**src/rtl/regwrite_scoreboard_pkg.sv**
```systemverilog
// Shared pipeline definitions used by the register-write scoreboard.
// Architectural register indexing and the zero-register constant.
package processor_pkg;

    localparam int NUM_ARCH_REGS = 32;

    typedef logic [4:0] reg_idx_t;

    localparam reg_idx_t REG_ZR = 5'd31;

endpackage

```
**src/rtl/regwrite_scoreboard_sat_counter.sv**
```systemverilog
// Per-register in-flight write counter with saturation and underflow pulse.
// Clear wins over inc/dec; inc and dec together leave the count unchanged.
module sb_sat_counter #(
    parameter int CNT_W = 2
) (
    input  logic             clk,
    input  logic             reset,
    input  logic             clr,
    input  logic             inc,
    input  logic             dec,
    output logic [CNT_W-1:0] count,
    output logic             at_max,
    output logic             nonzero,
    output logic             udf
);

    logic [CNT_W-1:0] r_count;

    assign count   = r_count;
    assign at_max  = &r_count;
    assign nonzero = |r_count;
    // A lone retire against an empty counter is an underflow; the count holds.
    assign udf     = ~clr & dec & ~inc & ~nonzero;

    // Count issued-but-unretired writes, holding at both ends.
    always_ff @(posedge clk) begin
        if (reset) begin
            r_count <= '0;
        end else if (clr) begin
            r_count <= '0;
        end else if (inc && !dec && !at_max) begin
            r_count <= r_count + 1'b1;
        end else if (dec && !inc && nonzero) begin
            r_count <= r_count - 1'b1;
        end
    end

endmodule

```
**src/rtl/regwrite_scoreboard.sv**
```systemverilog
// Register-write scoreboard and issue-stall controller.
// Tracks in-flight writes per register and holds decode on hazards.
module regwrite_scoreboard
    import processor_pkg::*;
#(
    parameter int       NUM_REGS = NUM_ARCH_REGS,
    parameter int       CNT_W    = 2,
    parameter reg_idx_t ZERO_REG = REG_ZR
) (
    input  logic                clk,
    input  logic                reset,
    input  logic                issue_valid,
    input  logic                issue_RegWrite,
    input  reg_idx_t            issue_Rd,
    input  reg_idx_t            issue_Rn,
    input  reg_idx_t            issue_Rm,
    input  logic                issue_useRn,
    input  logic                issue_useRm,
    input  logic                wb_RegWrite,
    input  reg_idx_t            wb_Rd,
    input  logic                flush,
    output logic                stall,
    output logic                issue_accept,
    output logic [NUM_REGS-1:0] pending,
    output logic                underflow_err
);

    logic [NUM_REGS-1:0] w_inc;
    logic [NUM_REGS-1:0] w_dec;
    logic [NUM_REGS-1:0] w_at_max;
    logic [NUM_REGS-1:0] w_nonzero;
    logic [NUM_REGS-1:0] w_udf;
    logic [CNT_W-1:0]    w_count [NUM_REGS];

    logic w_rn_hit;
    logic w_rm_hit;
    logic w_rd_full;
    logic w_stall;
    logic w_accept;
    logic r_underflow;

    // Hazard decode works only from registered counts, never from this cycle's wb.
    always_comb begin
        w_rn_hit  = issue_useRn && (issue_Rn != ZERO_REG) && w_nonzero[issue_Rn];
        w_rm_hit  = issue_useRm && (issue_Rm != ZERO_REG) && w_nonzero[issue_Rm];
        w_rd_full = issue_RegWrite && (issue_Rd != ZERO_REG) && w_at_max[issue_Rd];
        w_stall   = issue_valid && (w_rn_hit || w_rm_hit || w_rd_full);
        w_accept  = issue_valid && !w_stall;
    end

    for (genvar r = 0; r < NUM_REGS; r++) begin : g_reg
        localparam reg_idx_t IDX = reg_idx_t'(r);

        // The zero register never counts; flush discards issue and retire alike.
        always_comb begin
            w_inc[r] = !flush && w_accept && issue_RegWrite &&
                       (issue_Rd == IDX) && (IDX != ZERO_REG);
            w_dec[r] = !flush && wb_RegWrite &&
                       (wb_Rd == IDX) && (IDX != ZERO_REG);
        end

        sb_sat_counter #(
            .CNT_W (CNT_W)
        ) u_cnt (
            .clk     (clk),
            .reset   (reset),
            .clr     (flush),
            .inc     (w_inc[r]),
            .dec     (w_dec[r]),
            .count   (w_count[r]),
            .at_max  (w_at_max[r]),
            .nonzero (w_nonzero[r]),
            .udf     (w_udf[r])
        );

        assign pending[r] = (w_count[r] != '0);
    end

    // Underflow is sticky until reset; flush does not clear it.
    always_ff @(posedge clk) begin
        if (reset) begin
            r_underflow <= 1'b0;
        end else if (|w_udf) begin
            r_underflow <= 1'b1;
        end
    end

    assign stall         = w_stall;
    assign issue_accept  = w_accept;
    assign underflow_err = r_underflow;

endmodule

```
**config.mk**
```make
export PLATFORM = sky130hd
export DESIGN_NAME = regwrite_scoreboard
export DESIGN_NICKNAME = d
export VERILOG_FILES = /design/src/rtl/regwrite_scoreboard_pkg.sv /design/src/rtl/regwrite_scoreboard_sat_counter.sv /design/src/rtl/regwrite_scoreboard.sv
export SDC_FILE = /design/constraint.sdc
export NUM_CORES = 1
export LEC_CHECK = 0
export ABC_AREA = 0
export BUFFER_PORTS_ARGS = -buffer_cell sky130_fd_sc_hd__buf_2
export CAP_MARGIN = 40
export CORE_MARGIN = 2
export CORE_UTILIZATION = 55
export CTS_BUF_LIST = sky130_fd_sc_hd__clkbuf_4 sky130_fd_sc_hd__clkbuf_8
export DETAILED_ROUTE_END_ITERATION = 8
export PLACE_DENSITY = 0.86
export SLEW_MARGIN = 20
export SYNTH_ARGS = -nofsm -noshare
export SYNTH_HDL_FRONTEND = slang
export SYNTH_HIERARCHICAL = 1
export SYNTH_SLANG_ARGS = --single-unit
```
**constraint.sdc**
```tcl
create_clock -name clk -period 9.6 [get_ports clk]
set_input_delay 0.48 -clock clk [delete_from_list [all_inputs] [get_ports clk]]
set_output_delay 0.48 -clock clk [all_outputs]
set_load 0.01 [all_outputs]
```
==> flow_metrics.py, run 1 <==
metrics = {
    "yosys": {
        "synth_area_mm2": 0.006446,
        "ys_seq_elements": 65,
        "synth_cell_type_count": 59,
        "synthTopCellsByCount": "nor3_1 (73), dfxtp_1 (65), nand2_1 (65)",
        "yosysSeqAreaShare_pct": 20.19,
        "synth_cells": 793,
        "synthArstFlopShare_pct": 0,
        "synth_most_common_cell": "nor3_1",
        "ys.warnings.count": 6,
        "yosys.area.top_type": "dfxtp_1",
        "synthFlopType": "dfxtp_1",
        "synth_area_leaders": "dfxtp_1 (20%), mux4_2 (7.0%), a211oi_2 (6.4%), and2_1 (6.2%), mux2i_1 (6.2%)",
        "synth_edf_count": 0,
        "synth_top_cell_area_share_pct": 20.19,
        "avgSynthCellArea_um2": 8.129,
    },
    "critical_path": {
        "rr_endpoint": "underflow_err$_SDFFE_PP0P_",
        "crit_fanout": 31,
        "critPathArrivalTime_ns": 4.44,
        "path_class": "flop to flop",
        "crit_path_end_kind": "flop",
        "reg2reg_slack_ns": 5.40,
        "required_ns": 9.84,
        "cp-start-kind": "flop",
        "rr_worst_depth": 13,
        "rr_startpoint": "g_reg[5].u_cnt/count[1]$_SDFFE_PP0P_",
    },
    "floorplan": {
        "die_h_um": 112.3,
        "pin_count": 63,
        "num_rows": 39,
        "start_util_pct": 56.45,
        "core_mm2": 0.01142,
        "die_area_mm2": 0.01260,
        "die_w_um": 112.3,
    },
    "timing": {
        "finClkSkew_ns": 0.01376,
        "setup_viol": 0,
        "slew_headroom_pct": 47.27,
        "finalCritPeriodShare_pct": 43.77,
        "rsz0062_at_grt": "no",
        "max_freq_mhz": 238.0,
        "hold_slack_ns": 0.5198,
        "layout_setup_ws_ns": 5.398,
        "period_needed_ns": 4.202,
        "drv_slew": 0,
        "tns_ns": 0,
        "hold_viol_final": 0,
        "worst_slew_pin_slew_ns": 0.7881,
    },
    "final_layout": {
        "instances_no_fill": 1005,
        "drive_above_1_share_pct": 21.11,
        "insertedDiodeCount": 0,
        "final_core_util_pct": 62.60,
        "syn_to_final_growth_pct": 10.89,
        "fin_area_mm2": 0.007148,
        "nNetsFinal": 885,
        "n_fill_cell": 960,
    },
    "route": {
        "via_count": 6364,
        "first_pass_iters": 7,
        "avgRoutedWirePerCell_um": 17.80,
        "via_per_inst": 6.332,
        "drc_errors": 0,
        "drt-initial-drc-count": 782,
        "wl_mm": 17.89,
        "ant_nets": 0,
    },
    "global_route": {
        "grt_max_degree": 56,
        "antenna_found_initial": 1,
        "grt_pass1_wl_mm": 28.41,
        "grt_util_all_layers_pct": 28.11,
        "grt_remaining_overflow": 0,
        "first_global_vias": 5590,
    },
    "clock_network": {
        "ctsHoldBuffers": 0,
        "cts_resized": 0,
        "cts-root-buf": "clkbuf_8",
        "insertion_delay_ns": 0.37,
        "cts_tree": "done",
        "clk_pin_slew_ns": 0.08,
        "cts_setup_buffers": 0,
        "clockBufferDepth": 2,
        "numCtsBuffers": 9,
        "h-tree-depth": 3,
        "clock_sinks": 65,
    },
    "pwr": {
        "p_leak_nw": 2.549,
        "total_power_mw": 0.6149,
        "cellPowerDensity_mw_per_mm2": 86.02,
        "vdd.ir_drop.worst_uv": 59.30,
    },
    "worst_hold_path": {
        "hp-class": "flop to flop",
        "worstHoldPathCells": 2,
        "worstHoldStart": "g_reg[1].u_cnt/count[1]$_SDFFE_PP0P_",
        "min_to": "g_reg[1].u_cnt/count[1]$_SDFFE_PP0P_",
    },
    "run_status": {
        "status": "completed",
    },
    "flow_run": {
        "cap_violations": 0,
    },
    "place": {
        "pre_cts_slack_ns": 5.262,
        "port_buffers": 62,
        "routabilityCongestion": 0.9566,
        "place_inst": 989,
        "dp_hpwl_mm": 13.19,
        "place_area_mm2": 0.006933,
    },
}
-- critical path, cell delays in order, from the launching register on --
cell,delay [ns]
dfxtp_1,0.37
or2_1,0.29
mux4_2,0.47
nor2b_1,0.16
a2111oi_4,0.40
o32ai_4,0.14
buf_4,0.26
nor3_1,0.56
or2b_1,0.20
nor3_1,0.05
nor4_1,0.50
nand4_1,0.14
nor4_1,0.41
a21oi_1,0.12
-- flip-flops by register name, indices dropped and copies added, names as in the netlist --
name and count:
underflow_err 1, g.u_cnt/count 64
-- worst max-delay path by stage --
stage / start / to / slack, ns / depth (start not counted)
3_5_place_dp: issue_Rd[0] / underflow_err$_SDFFE_PP0P_ / 5.26 / 13
4_1_cts: g_reg[4].u_cnt/count[0]$_SDFFE_PP0P_ / underflow_err$_SDFFE_PP0P_ / 5.54 / 13
6_report: g_reg[5].u_cnt/count[1]$_SDFFE_PP0P_ / underflow_err$_SDFFE_PP0P_ / 5.40 / 13
2_1_floorplan: issue_Rm[0] / underflow_err$_SDFFE_PP0P_ / 6.23 / 12
5_1_grt: g_reg[0].u_cnt/count[0]$_SDFFE_PP0P_ / underflow_err$_SDFFE_PP0P_ / 5.35 / 13
3_3_place_gp: issue_Rd[0] / underflow_err$_SDFFE_PP0P_ / 5.25 / 13
-- placed cells by master (no fill, tap or decap), types with 33 or more instances in the layout --
cell / synthesis / layout
a211oi_2: 33 / 33
and2_1: 64 / 64
buf_2: 6 / 61
dfxtp_1: 65 / 65
mux2i_1: 40 / 40
nand2_1: 65 / 65
nor2_1: 35 / 35
nor3_1: 73 / 73
nor3b_1: 33 / 33
o21ai_0: 34 / 34
or2_2: 33 / 33
-- final cells by class --
type | count | area (µm²) | area share [%]
multi-input cells | 709 | 5060 | 70.79
flip-flops and latches | 65 | 1301 | 18.20
repair buffers | 68 | 377.9 | 5.286
clock buffers | 14 | 180.2 | 2.521
well taps | 143 | 178.9 | 2.503
clock inverters | 2 | 35.03 | 0.4901
inverters | 4 | 15.01 | 0.2100
-- per-layer routing --
layer,up-vias,global-route usage [%],wire length (µm)
li1,3014,-,-
met1,2976,39.19,7700
met2,313,42.49,7799
met3,59,6.533,1807
met4,2,10.65,569
met5,-,0.3922,13
-- logic make-up (layout without fill, tap and decap cells) --
group / after synthesis / count (layout) / synth area share, %
flip-flops: 65 / 65 / 20.19
multiplexers: 62 / 62 / 13.55
buffers and inverters: 27 / 88 / 2.057
other: 1 / 9 / 0.05817
AO/OA/AOI/OAI: 151 / 151 / 18.58
AND/OR/NAND/NOR: 455 / 455 / 41.23
XOR/XNOR: 32 / 32 / 4.348
-- report_power, final --
part / switching (mW) / internal [mW] / total (mW) / leakage (nW)
logic: 0.0564 / 0.0260 / 0.0824 / 1.91
clock network: 0.114 / 0.147 / 0.261 / 0.114
registers: 0.00120 / 0.270 / 0.271 / 0.524
total: 0.172 / 0.443 / 0.615 / 2.55
No activity file was read; power rests on OpenSTA's default activity.
==> run 2, diff against run 1 <==
--- a/config.mk
+++ b/config.mk
@@ -5,7 +5,7 @@
 export SDC_FILE = /design/constraint.sdc
 export NUM_CORES = 1
 export LEC_CHECK = 0
-export ABC_AREA = 0
+export ABC_AREA = 1
 export BUFFER_PORTS_ARGS = -buffer_cell sky130_fd_sc_hd__buf_2
 export CAP_MARGIN = 40
 export CORE_MARGIN = 2
==> constraint.sdc (replaced) <==
create_clock -name clk -period 4.1 [get_ports clk]
set_input_delay 0.205 -clock clk [delete_from_list [all_inputs] [get_ports clk]]
set_output_delay 0.205 -clock clk [all_outputs]
set_load 0.01 [all_outputs]
==> flow_metrics.py, run 2 <==
metrics = {
    "final_layout": {
        "nNetsFinal": 1241,
        "syn_to_final_growth_pct": 10.01,
        "fin_area_mm2": 0.007303,
        "largest_register_ffs": 64,
        "final_core_util_pct": 61.31,
        "insertedDiodeCount": 0,
        "final_cell_mix": "nand2_1 (289), nor2_1 (159), a21oi_1 (104)",
        "drive_above_1_share_pct": 28.33,
        "final_common_cell": "nand2_1",
    },
    "clock_network": {
        "clk_pin_slew_ns": 0.08,
        "numCtsBuffers": 9,
        "cts_tree": "done",
        "clockBufferDepth": 2,
        "h-tree-depth": 3,
        "cts-root-buf": "clkbuf_8",
        "clock_sinks": 65,
        "cts_setup_buffers": 0,
        "insertion_delay_ns": 0.39,
    },
    "critical_path": {
        "crit_fanout": 16,
        "critical_path_buf_inv_count": 4,
        "crit_slowest_cell": "nor4_1",
        "path_class": "flop to flop",
        "cp-start-kind": "flop",
        "required_ns": 4.35,
        "critPathMostFrequentCell": "nand2_1",
        "crit_path_cell_trace": "inv_2 > nand2_4 > inv_1 > nand2_1 > nand2_1 > nand3_1 > nand3_1 > nand2_1 > nand3_1 > nand2_1 > nor2_2 > nand3_2 > buf_4 > nor2_1 > nor2_4 > inv_1 > nor3_1 > nor4_1 > nand4_1 > nor3_1 > nor2_1",
        "cpLargestDelayFamily": "simple AND/OR/NAND/NOR gates",
        "critPathArrivalTime_ns": 3.74,
        "crit_path_end_kind": "flop",
        "cp_slowest_stage_delay_ns": 0.53,
    },
    "pwr": {
        "vdd.ir_drop.worst_uv": 159.6,
        "pwr-share-clk_pct": 46.1,
        "p_sw_share_pct": 27.29,
        "total_power_mw": 1.508,
        "p_seq_share_pct": 42.1,
        "switchingPower_mw": 0.4117,
        "p_int_mw": 1.097,
        "p_leak_nw": 3.312,
        "cellPowerDensity_mw_per_mm2": 206.5,
        "comb_power_share_pct": 11.9,
    },
    "timing": {
        "rsz0062_at_grt": "no",
        "max_freq_mhz": 286.2,
        "drv_slew": 0,
        "tns_ns": 0,
        "slew_headroom_pct": 41.13,
        "hold_viol_final": 0,
        "finalCritPeriodShare_pct": 85.21,
        "period_needed_ns": 3.494,
        "worst_slew_pin_slew_ns": 0.8798,
        "setup_viol": 0,
        "finClkSkew_ns": 0.01294,
    },
    "yosys": {
        "ys.warnings.count": 6,
        "synth_cell_type_count": 27,
        "synth_area_leaders": "dfxtp_1 (20%), nand2_1 (16%), nor2_1 (9.0%), a21oi_1 (7.8%), nand3_1 (7.3%)",
        "yosysSeqAreaShare_pct": 19.60,
        "synthTopCellsByCount": "nand2_1 (289), nor2_1 (159), a21oi_1 (104)",
        "avgSynthCellArea_um2": 5.753,
        "synth_most_common_cell": "nand2_1",
        "ys_seq_elements": 65,
        "synth_edf_count": 0,
        "synth_cells": 1154,
        "synthFlopType": "dfxtp_1",
        "yosys.area.top_type": "dfxtp_1",
        "synthArstFlopShare_pct": 0,
        "synth_area_mm2": 0.006639,
        "synth_top_cell_area_share_pct": 19.60,
    },
    "route": {
        "drc_errors": 0,
        "wl_mm": 18.82,
        "avgRoutedWirePerCell_um": 13.78,
        "via_count": 7343,
        "first_pass_iters": 6,
        "ant_nets": 0,
        "via_per_inst": 5.379,
        "drt-initial-drc-count": 651,
    },
    "floorplan": {
        "die_h_um": 113.9,
        "num_rows": 40,
        "die_w_um": 113.9,
        "start_util_pct": 55.74,
        "pin_count": 63,
        "core_mm2": 0.01191,
        "die_area_mm2": 0.01297,
    },
    "place": {
        "routabilityCongestion": 0.9837,
        "port_buffers": 62,
        "place_area_mm2": 0.007054,
        "dp_hpwl_mm": 14.51,
    },
    "global_route": {
        "antenna_found_initial": 1,
        "first_global_vias": 6624,
        "grt_util_all_layers_pct": 29.58,
        "grt_max_degree": 34,
        "grt_pass1_wl_mm": 30.39,
        "grt_remaining_overflow": 0,
    },
    "flow_run": {
        "cap_violations": 0,
    },
    "run_status": {
        "status": "completed",
    },
    "worst_hold_path": {
        "hp-class": "primary input to flop",
    },
}
==> run 2: through the flow <==
stage | setup slack, ns | hold WS [ns] | cells
final | 0.6064 | 0.3683 | 1365
after detailed placement | 0.3192 | 0.4866 | 1349
after global routing | 0.2002 | 0.3952 | 1365
after CTS | 0.5193 | 0.3326 | 1365
after floorplan | 1.606 | 0.2774 | 1157
after global placement | 0.5042 | 0.4831 | 1349
==> run 2: worst reg2reg max path, delay by kind of cell (launching register included) <==
family                 cells  cell delay [ns]
AND/OR/NAND/NOR           17             2.44
flip-flops                 1             0.33
buffers and inverters      4             0.61
==> run 2: layout make-up <==
cell class	instances	area (µm²)
fillers	1117	4608
multi-input cells	876	4503
flip-flops and latches	65	1301
inverters	195	732.0
repair buffers	66	340.3
well taps	147	183.9
clock buffers	10	137.6
clock inverters	6	105.1
==> run 2: final timing paths <==
path                                          from                                    end  slack [ns]  cells after the start
max          g_reg[23].u_cnt/count[0]$_SDFFE_PP0P_             underflow_err$_SDFFE_PP0P_        0.61                     21
min                                          flush  g_reg[17].u_cnt/count[0]$_SDFFE_PP0P_        0.37                      4
max reg2reg  g_reg[23].u_cnt/count[0]$_SDFFE_PP0P_             underflow_err$_SDFFE_PP0P_        0.61                     21
min reg2reg  g_reg[22].u_cnt/count[1]$_SDFFE_PP0P_  g_reg[22].u_cnt/count[1]$_SDFFE_PP0P_        0.49                      2
==> run 2: logic make-up after synthesis <==
family                 Yosys count  synth area share [%]
buffers and inverters          216                 12.83
AOI/OAI and AO/OA              117                 8.952
DFF                             65                 19.60
and+or+nand+nor                755                 58.56
other                            1               0.05649
==> run 2: routing by layer <==
metal | wire length [µm] | global-route usage [%]
met1 | 7511 | 35.47
met2 | 8365 | 47.31
met3 | 1706 | 6.217
met4 | 1220 | 20.73
met5 | 12 | 0
==> run 2: what timing repair did <==
item / 4_1_cts / 5_1_grt
hold buffers: 0 / 0
setup endpoints to repair: 0 / 1
resized for setup: 0 / 1
==> run 2: power groups by stage <==
stage	Clock [mW]	Sequential, mW	Combinational, mW
4_1_cts	0.704	0.634	0.173
5_1_grt	0.729	0.635	0.196
3_5_place_dp	0	0.649	0.172
2_1_floorplan	0	0.649	0.111
3_3_place_gp	0	0.649	0.171
6_report	0.695	0.635	0.179
==> run 3, diff against run 2 <==
==> constraint.sdc (replaced) <==
create_clock -name clk -period 3.9 [get_ports clk]
set_input_delay 0.195 -clock clk [delete_from_list [all_inputs] [get_ports clk]]
set_output_delay 0.195 -clock clk [all_outputs]
set_load 0.01 [all_outputs]
==> flow_metrics.py, run 3 (synthesis results as in run 2) <==
metrics = {
    "run_status": {
        "status": "completed",
    },
    "pwr": {
        "pwr-share-clk_pct": 41.3,
        "comb_power_share_pct": 12.9,
        "switchingPower_mw": 0.4142,
        "p_sw_share_pct": 28.36,
        "p_seq_share_pct": 45.7,
        "cellPowerDensity_mw_per_mm2": 201.3,
        "vdd.ir_drop.worst_uv": 155.3,
        "p_int_mw": 1.046,
        "p_leak_nw": 3.291,
    },
    "final_layout": {
        "multi_input_area_mm2": 0.004497,
        "drive_above_1_share_pct": 28.18,
        "instances_no_fill": 1364,
        "fin_area_mm2": 0.007253,
        "seq_area_mm2": 0.001301,
        "final_cell_mix": "nand2_1 (289), nor2_1 (159), a21oi_1 (104)",
        "final_common_cell": "nand2_1",
        "syn_to_final_growth_pct": 9.254,
        "insertedDiodeCount": 0,
        "largest_register_ffs": 64,
        "nNetsFinal": 1241,
        "n_fill_cell": 1180,
    },
    "worst_hold_path": {
        "hp-class": "primary input to flop",
    },
    "critical_path": {
        "critPathArrivalTime_ns": 3.86,
        "crit_path_end_kind": "flop",
        "crit_path_cell_trace": "nand2_1 > inv_1 > nand2_1 > nand2_1 > o21ai_0 > nand2_1 > o21ai_1 > nor2_1 > nor2_2 > nand3_2 > buf_4 > nor2_1 > nor2_4 > inv_1 > nor3_1 > nor4_1 > nand4_1 > nor3_1 > nor2_1",
        "crit_fanout": 20,
        "path_class": "flop to flop",
        "cp-start-kind": "flop",
        "required_ns": 4.14,
        "crit_slowest_cell": "nor4_1",
        "cp_slowest_stage_delay_ns": 0.49,
        "critPathMostFrequentCell": "nand2_1",
    },
    "global_route": {
        "grt_util_all_layers_pct": 29.04,
        "grt_pass1_wl_mm": 30.04,
        "grt_max_degree": 53,
        "grt_remaining_overflow": 0,
        "first_global_vias": 6614,
        "antenna_found_initial": 1,
    },
    "clock_network": {
        "h-tree-depth": 3,
        "numCtsBuffers": 9,
        "cts_resized": 0,
        "cts-root-buf": "clkbuf_8",
        "clock_sinks": 65,
        "insertion_delay_ns": 0.37,
        "ctsHoldBuffers": 0,
        "cts_tree": "done",
        "cts_setup_buffers": 0,
        "clk_pin_slew_ns": 0.08,
        "clockBufferDepth": 2,
    },
    "route": {
        "via_count": 7421,
        "via_per_inst": 5.441,
        "first_pass_iters": 5,
        "avgRoutedWirePerCell_um": 13.67,
        "ant_nets": 0,
        "drc_errors": 0,
        "wl_mm": 18.65,
        "drt-initial-drc-count": 723,
    },
    "floorplan": {
        "pin_count": 63,
        "die_h_um": 113.9,
        "core_mm2": 0.01191,
        "start_util_pct": 55.74,
        "die_area_mm2": 0.01297,
        "die_w_um": 113.9,
        "num_rows": 40,
    },
    "timing": {
        "period_needed_ns": 3.620,
        "setup_viol": 0,
        "max_freq_mhz": 276.2,
        "layout_setup_ws_ns": 0.2800,
        "finalCritPeriodShare_pct": 92.82,
        "hold_viol_final": 0,
        "slew_headroom_pct": 40.14,
        "rsz0062_at_grt": "no",
        "finClkSkew_ns": 0.01138,
        "tns_ns": 0,
        "worst_slew_pin_slew_ns": 0.8945,
        "drv_slew": 0,
    },
    "place": {
        "routabilityCongestion": 0.9477,
        "port_buffers": 62,
        "pre_cts_slack_ns": 0.2425,
        "dp_hpwl_mm": 14.38,
        "place_inst": 1348,
        "place_area_mm2": 0.007047,
    },
    "flow_run": {
        "cap_violations": 0,
    },
}
## run 3: cell count changes in the layout (fill, tap and decap cells not counted)
cell,change
bufinv_16,-2
nor4_2,-1
clkbuf_4,+1
clkinv_2,-1
clkbuf_8,+1
nor4_1,+1
## run 3: worst paths after layout
kind,slack [ns],to,depth (start not counted),startpoint
worst max-delay path,0.28,underflow_err$_SDFFE_PP0P_,19,g_reg[26].u_cnt/count[1]$_SDFFE_PP0P_
worst min-delay path,0.38,g_reg[2].u_cnt/count[0]$_SDFFE_PP0P_,4,flush
worst max register to register,0.28,underflow_err$_SDFFE_PP0P_,19,g_reg[26].u_cnt/count[1]$_SDFFE_PP0P_
worst min register to register,0.50,g_reg[11].u_cnt/count[1]$_SDFFE_PP0P_,2,g_reg[11].u_cnt/count[1]$_SDFFE_PP0P_
## run 3: through the flow
step / power [mW] / utilization [%] / hold slack [ns]
after floorplan: 0.7988 / - / 0.2674
after global placement: 0.8633 / 59.16 / 0.4867
after detailed placement: 0.8649 / 59.16 / 0.4904
after CTS: 1.469 / 60.83 / 0.3550
after global routing: 1.516 / 60.89 / 0.3998
final: 1.460 / 60.89 / 0.3793
## run 3: layer usage
layer	wire, µm	up-vias	global-route usage, %	part of all wire, %
li1	-	3711	-	-
met1	7494	3329	35.10	40
met2	8660	308	48.94	46
met3	1673	71	6.908	9.0
met4	808	2	13.33	4.3
met5	13	-	0	0.070
## run 3: critical path: cells and delay by family, from the launching register on
kind	cells	cell delay (ns)
compound gates	2	0.32
flops	1	0.34
buf+inv	3	0.49
simple gates	14	2.34
## run 3: layout make-up
| cell class | instances | share of cell area, % |
|---|---|---|
| Clock buffer | 12 | 2.191 |
| Clock inverter | 3 | 0.5520 |
| Inverter | 195 | 10.09 |
| Multi-Input combinational cell | 876 | 62.00 |
| Sequential cell | 65 | 17.94 |
| Tap cell | 147 | 2.536 |
| Timing Repair Buffer | 66 | 4.692 |
## run 3: power by group through the flow
| stage | clock (mW) | combinational (mW) | sequential, mW |
|---|---|---|---|
| floorplan | 0 | 0.117 | 0.682 |
| detailed placement | 0 | 0.182 | 0.683 |
| global route | 0.643 | 0.205 | 0.668 |
| global placement | 0 | 0.180 | 0.683 |
| finish | 0.603 | 0.189 | 0.668 |
| CTS | 0.619 | 0.183 | 0.668 |
